## src/rtl/mult_div_unit.sv

```systemverilog
// Iterative MULT/MULTU/DIV/DIVU unit: one result bit per cycle, HI/LO result registers.
// Optional MTHI/MTLO write port enabled by defining MULTDIV_HILO_WRITE_EN.
module mult_div_unit #(
    parameter int WIDTH = 32
) (
    input  logic             clk,
    input  logic             reset,
    input  logic             start,
    input  logic [1:0]       op,
    input  logic [WIDTH-1:0] A,
    input  logic [WIDTH-1:0] B,
`ifdef MULTDIV_HILO_WRITE_EN
    input  logic             hilo_we,
    input  logic             hilo_sel,
    input  logic [WIDTH-1:0] hilo_wdata,
`endif
    output logic             busy,
    output logic             done,
    output logic             dz,
    output logic [WIDTH-1:0] hi,
    output logic [WIDTH-1:0] lo
);

    localparam int CW = $clog2(WIDTH + 1);

    typedef enum logic [1:0] {IDLE, CALC, FIX, DONE} state_t;

    state_t             state;
    logic               is_div;
    logic               is_signed;
    logic               sa;
    logic               sb;
    logic [WIDTH-1:0]   mag_a;
    logic [WIDTH-1:0]   mag_b;
    logic [2*WIDTH-1:0] acc;
    logic [CW-1:0]      cnt;

    logic [WIDTH:0]     add_sum;
    logic [WIDTH:0]     trial;
    logic [2*WIDTH-1:0] mul_next;
    logic [2*WIDTH-1:0] div_next;
    logic [2*WIDTH-1:0] prod;
    logic [WIDTH-1:0]   quot;
    logic [WIDTH-1:0]   rem;
    logic               a_neg;

    assign a_neg = ~op[0] & A[WIDTH-1];

    // One shift-add / restoring-divide step, plus sign fix-up of the final result
    always_comb begin
        add_sum  = {1'b0, acc[2*WIDTH-1:WIDTH]} + (acc[0] ? {1'b0, mag_a} : '0);
        mul_next = {add_sum, acc[WIDTH-1:1]};
        trial    = acc[2*WIDTH-1:WIDTH-1] - {1'b0, mag_b};
        if (!trial[WIDTH])
            div_next = {trial[WIDTH-1:0], acc[WIDTH-2:0], 1'b1};
        else
            div_next = {acc[2*WIDTH-2:0], 1'b0};
        prod = (is_signed && (sa ^ sb)) ? -acc : acc;
        quot = (is_signed && (sa ^ sb)) ? -acc[WIDTH-1:0] : acc[WIDTH-1:0];
        rem  = (is_signed && sa) ? -acc[2*WIDTH-1:WIDTH] : acc[2*WIDTH-1:WIDTH];
    end

    // Control FSM with registered busy/done/dz and the HI/LO result registers
    always_ff @(posedge clk) begin
        if (reset) begin
            state     <= IDLE;
            busy      <= 1'b0;
            done      <= 1'b0;
            dz        <= 1'b0;
            hi        <= '0;
            lo        <= '0;
            cnt       <= '0;
            acc       <= '0;
            is_div    <= 1'b0;
            is_signed <= 1'b0;
            sa        <= 1'b0;
            sb        <= 1'b0;
            mag_a     <= '0;
            mag_b     <= '0;
        end else begin
`ifdef MULTDIV_HILO_WRITE_EN
            if (hilo_we && !busy) begin
                if (hilo_sel)
                    hi <= hilo_wdata;
                else
                    lo <= hilo_wdata;
            end
`endif
            unique case (state)
                IDLE, DONE: begin
                    done <= 1'b0;
                    if (start) begin
                        is_div    <= op[1];
                        is_signed <= ~op[0];
                        sa        <= a_neg;
                        sb        <= ~op[0] & B[WIDTH-1];
                        mag_a     <= a_neg ? -A : A;
                        mag_b     <= (~op[0] & B[WIDTH-1]) ? -B : B;
                        // Lower half holds the value consumed bit by bit
                        if (op[1])
                            acc <= {{WIDTH{1'b0}}, a_neg ? -A : A};
                        else
                            acc <= {{WIDTH{1'b0}}, (~op[0] & B[WIDTH-1]) ? -B : B};
                        cnt   <= CW'(WIDTH);
                        dz    <= 1'b0;
                        busy  <= 1'b1;
                        state <= CALC;
                    end else begin
                        state <= IDLE;
                    end
                end
                CALC: begin
                    acc <= is_div ? div_next : mul_next;
                    cnt <= cnt - 1'b1;
                    if (cnt == CW'(1))
                        state <= FIX;
                end
                FIX: begin
                    if (is_div && mag_b == '0) begin
                        // Divide by zero returns the original dividend in HI
                        hi <= (is_signed && sa) ? -mag_a : mag_a;
                        lo <= '1;
                        dz <= 1'b1;
                    end else if (is_div) begin
                        hi <= rem;
                        lo <= quot;
                    end else begin
                        hi <= prod[2*WIDTH-1:WIDTH];
                        lo <= prod[WIDTH-1:0];
                    end
                    busy  <= 1'b0;
                    done  <= 1'b1;
                    state <= DONE;
                end
                default: state <= IDLE;
            endcase
        end
    end

endmodule

```

## config.mk

```make
export PLATFORM = sky130hd
export DESIGN_NAME = mult_div_unit
export DESIGN_NICKNAME = d
export VERILOG_FILES = /design/src/rtl/mult_div_unit.sv
export SDC_FILE = /design/constraint.sdc
export NUM_CORES = 1
export LEC_CHECK = 0
export ABC_CLOCK_PERIOD_IN_PS = 4800
export BUFFER_PORTS_ARGS = -buffer_cell sky130_fd_sc_hd__buf_2
export CORE_MARGIN = 2
export CORE_UTILIZATION = 55
export CTS_BUF_LIST = sky130_fd_sc_hd__clkbuf_4
export DETAILED_ROUTE_END_ITERATION = 10
export PLACE_DENSITY = 0.74
export SYNTH_ARGS = -nofsm -noshare
export SYNTH_HDL_FRONTEND = slang
export SYNTH_SLANG_ARGS = --single-unit
```

## constraint.sdc

```tcl
create_clock -name clk -period 4.8 [get_ports clk]
set_clock_uncertainty 0.2 [all_clocks]
set_input_delay 0.48 -clock clk [delete_from_list [all_inputs] [get_ports clk]]
set_output_delay 0.48 -clock clk [all_outputs]
set_load 0.05 [all_outputs]
```

==> results.py <==
metrics = {
    "drt": {
        "firstDrtPassIters": 5,
        "drc": 0,
        "via_per_inst": 6.33,
        "drt-total-wl_um": 58100,
        "ant_nets": 0,
        "num_vias": 16895,
        "drt-initial-drc-count": 1707,
        "wire_per_inst_um": 21.8,
    },
    "timing": {
        "rsz0062_at_grt": "no",
        "hold_viol": 0,
        "tightestPinTransition_ps": 1290,
        "min_period_over_period_pct": 83.7,
        "finalSetupTns_ps": 0,
        "slew_headroom_pct": 13.8,
        "finalMaxSlewViolations": 0,
        "fmax_mhz": 249,
        "finalCriticalPeriod_ps": 4020,
        "setup_slack_ps": 785,
        "setup_viol": 0,
        "hold_ws_ps": 12.7,
    },
    "die": {
        "core.rowCount": 62,
        "dieHeight_um": 174,
        "die_area_sq_um": 30400,
        "dieWidth_um": 174,
        "core_sq_um": 28600,
        "io_pins": 136,
        "start_util_pct": 55.8,
    },
    "clocking": {
        "cts_made_buffers": 57,
        "htreeDepth": 2,
        "cts.path.max_buffers": 3,
        "root_buffer": "clkbuf_4",
        "clock_latency_ps": 720,
        "cts.sinks": 207,
        "clk_pin_slew_worst_paths_ps": 70,
        "cts_tree": "done",
        "cts_resized": 0,
    },
    "global_routing": {
        "grt_pass1_vias": 15885,
        "antenna_found_initial": 3,
        "gr-total-overflow": 0,
        "track_usage_pct": 37.2,
        "grt_max_degree": 76,
        "grt_pass1_wl_um": 88800,
    },
    "worst_setup_path": {
        "slowest_delay_ps": 500,
        "cp-startpoint": "acc[32]$_SDFFE_PP0P_",
        "crit_fanout": 32,
        "path_class": "flip-flop to flip-flop",
        "arrival_ps": 4420,
        "start_kind": "flip-flop",
        "worstPathRequired_ps": 5200,
        "rr_worst_depth": 13,
        "r2r-start": "acc[32]$_SDFFE_PP0P_",
        "cp_slowest_cell": "dfxtp_1",
        "worst_setup_path_end_kind": "flip-flop",
        "cp_top_family": "compound AO/OA/AOI/OAI gates",
        "path_cells": "inv_1, fa_1, nand2b_1, a211oi_1, o211ai_1, a31oi_1, buf_4, o31a_1, o211ai_1, buf_4, nand2_1, o21ai_0, a221o_1",
        "worst-path-buf-inv": 3,
        "crit_cells": 13,
    },
    "synthesis": {
        "synth_cells": 2128,
        "ys_seq_elements": 207,
        "synth_seq_area_share_pct": 25.9,
        "async_flop_share_pct": 0,
        "netlist-cell-type-count": 75,
        "synth-edff-count": 0,
        "synth_top_area_share_pct": 25.9,
        "synth_fp_nets": 2273,
        "synth_area_per_cell_sq_um": 7.51,
        "ys_warn_count": 0,
        "synth_area_sq_um": 16000,
        "synth_top_area_cell": "dfxtp_1",
        "synth.area.top_cells": "dfxtp_1 (26%), nor2_1 (6.2%), xnor2_1 (6.0%)",
        "synthFlopType": "dfxtp_1",
    },
    "cells_and_area": {
        "multi_input_area_sq_um": 11100,
        "regArea_sq_um": 4150,
        "drive_gt1_share_pct": 13.3,
        "fillers": 2614,
        "syn_to_final_growth_pct": 11.7,
        "nNetsFinal": 2388,
    },
    "power": {
        "power_frac_comb_pct": 51.1,
        "internal-power_mw": 4.56,
        "power_switching_mw": 4.51,
        "p_seq_share_pct": 31.1,
        "peakVddDrop_mv": 0.351,
        "leakage_nw": 7.39,
        "power.total_mw": 9.07,
        "clkPwrFrac_pct": 17.7,
        "cellPowerDensity_nw_per_um2": 509,
        "swShare_pct": 49.7,
    },
    "worst_hold_path": {
        "hp-class": "input port to flip-flop",
        "holdCritStartpoint": "A[8]",
        "holdPathStages": 3,
    },
    "place": {
        "port_buffers": 135,
        "gp_congestion": 0.978,
        "dp_hpwl_um": 44600,
        "post-place-ws_ps": 830,
    },
    "job": {
        "drv_cap": 0,
    },
    "outcome": {
        "status": "completed",
    },
}
[final timing paths]
kind | endpoint | slack [ps]
max reg2reg | acc[49]$_SDFFE_PP0P_ | 780
min reg2reg | hi[15]$_SDFFE_PP0P_ | 240
min | mag_a[8]$_SDFFE_PP0P_ | 10
max | acc[49]$_SDFFE_PP0P_ | 780
[sequential cells by signal (all words and copies together) (netlist names)]
signal     cells
acc           64
busy           1
cnt            6
done           1
dz             1
hi            32
is_div         1
is_signed      1
lo            32
mag_a         32
mag_b         32
sa             1
sb             1
state          2
[cell usage in the layout, fill, tap and decap left out, types with 33 or more instances in the layout]
cell type / n
a211oi_1: 104
mux2i_1: 55
a21oi_1: 146
o21ai_0: 146
buf_4: 40
nor2_1: 264
ha_1: 73
buf_2: 134
inv_1: 70
clkbuf_4: 87
xor2_1: 91
and2_1: 35
nand2_1: 150
dfxtp_1: 206
nor3_1: 54
xnor2_1: 109
o31ai_1: 33
[power by group through the flow]
stage	Combinational [mW]	Clock [mW]	Sequential [mW]
global placement	4.48	0	2.82
detailed placement	4.53	0	2.83
global route	5.03	1.71	2.86
CTS	4.56	1.62	2.79
floorplan	3.04	0	2.94
finish	4.64	1.61	2.82
[metrics by stage]
step	cell area (sq um)	std cells	util [%]
2_1_floorplan	16000	2128	-
3_3_place_gp	16900	2548	59.1
3_5_place_dp	16900	2548	59.1
4_1_cts	17800	2669	62.3
5_1_grt	17800	2670	62.3
6_report	17800	2671	62.3
[cell usage after synthesis (all sizes together) (4+ instances only)]
master / n
a311oi: 10
xnor2: 109
xor2: 91
o21a: 11
nand4: 21
nor4: 30
a21o: 29
o21bai: 8
a211oi: 104
nor3: 55
o22ai: 31
nor2: 265
buf: 16
nor2b: 10
inv: 70
o31a: 4
o211ai: 23
ha: 74
a32o: 7
dfxtp: 207
or3: 27
a211o: 6
mux2: 7
nand2: 150
clkbuf: 122
a31oi: 26
a22oi: 26
and3: 12
mux2i: 55
nor3b: 8
a22o: 4
or2: 16
nand3: 22
o41ai: 13
a221o: 4
and2: 37
or4: 22
o211a: 4
o31ai: 33
o21ai: 152
nand2b: 18
a21oi: 146
nand3b: 7
[timing repair]
| item | CTS | global route |
|---|---|---|
| hold endpoints to repair | 20 | 0 |
| buffers inserted | 0 | 0 |
| setup endpoints to repair | 0 | 0 |
| hold buffers | 20 | 0 |
[cell families (layout without fill, tap and decap cells)]
group / after synthesis / after routing / share of synthesized area (%)
and+or+nand+nor: 706 / 706 / 21.0
other: 0 / 2 / 0
adders and majority gates: 76 / 76 / 6.05
muxes: 62 / 62 / 3.94
buffers and inverters: 210 / 367 / 5.02
DFF: 207 / 207 / 25.9
AOI/OAI and AO/OA: 667 / 667 / 27.1
xor gates and xnor gates: 200 / 200 / 11.0
[layout make-up]
cell class | count | area share [%]
Clock buffer | 87 | 3.66
Inverter | 72 | 1.51
Timing Repair Buffer | 194 | 6.56
Tap cell | 384 | 2.69
Antenna cell | 2 | 0.0280
Sequential cell | 207 | 23.2
Multi-Input combinational cell | 1711 | 61.9
Clock inverter | 14 | 0.358
[layer usage]
layer / part of all wire (%) / track usage, %
met1: 40 / 46.0
met2: 46 / 60.9
met3: 7.4 / 5.88
met4: 6.3 / 22.3
met5: 0.022 / 0
[worst register-to-register path: cells and delay by family, from the launching register on]
family                     cells  cell delay [ps]
AOI/OAI and AO/OA              7             1770
adders and majority gates      1              450
buffers and inverters          3              690
DFF                            1              500
and+or+nand+nor                2              280
Note: power is estimated with default switching activity, not from simulation.
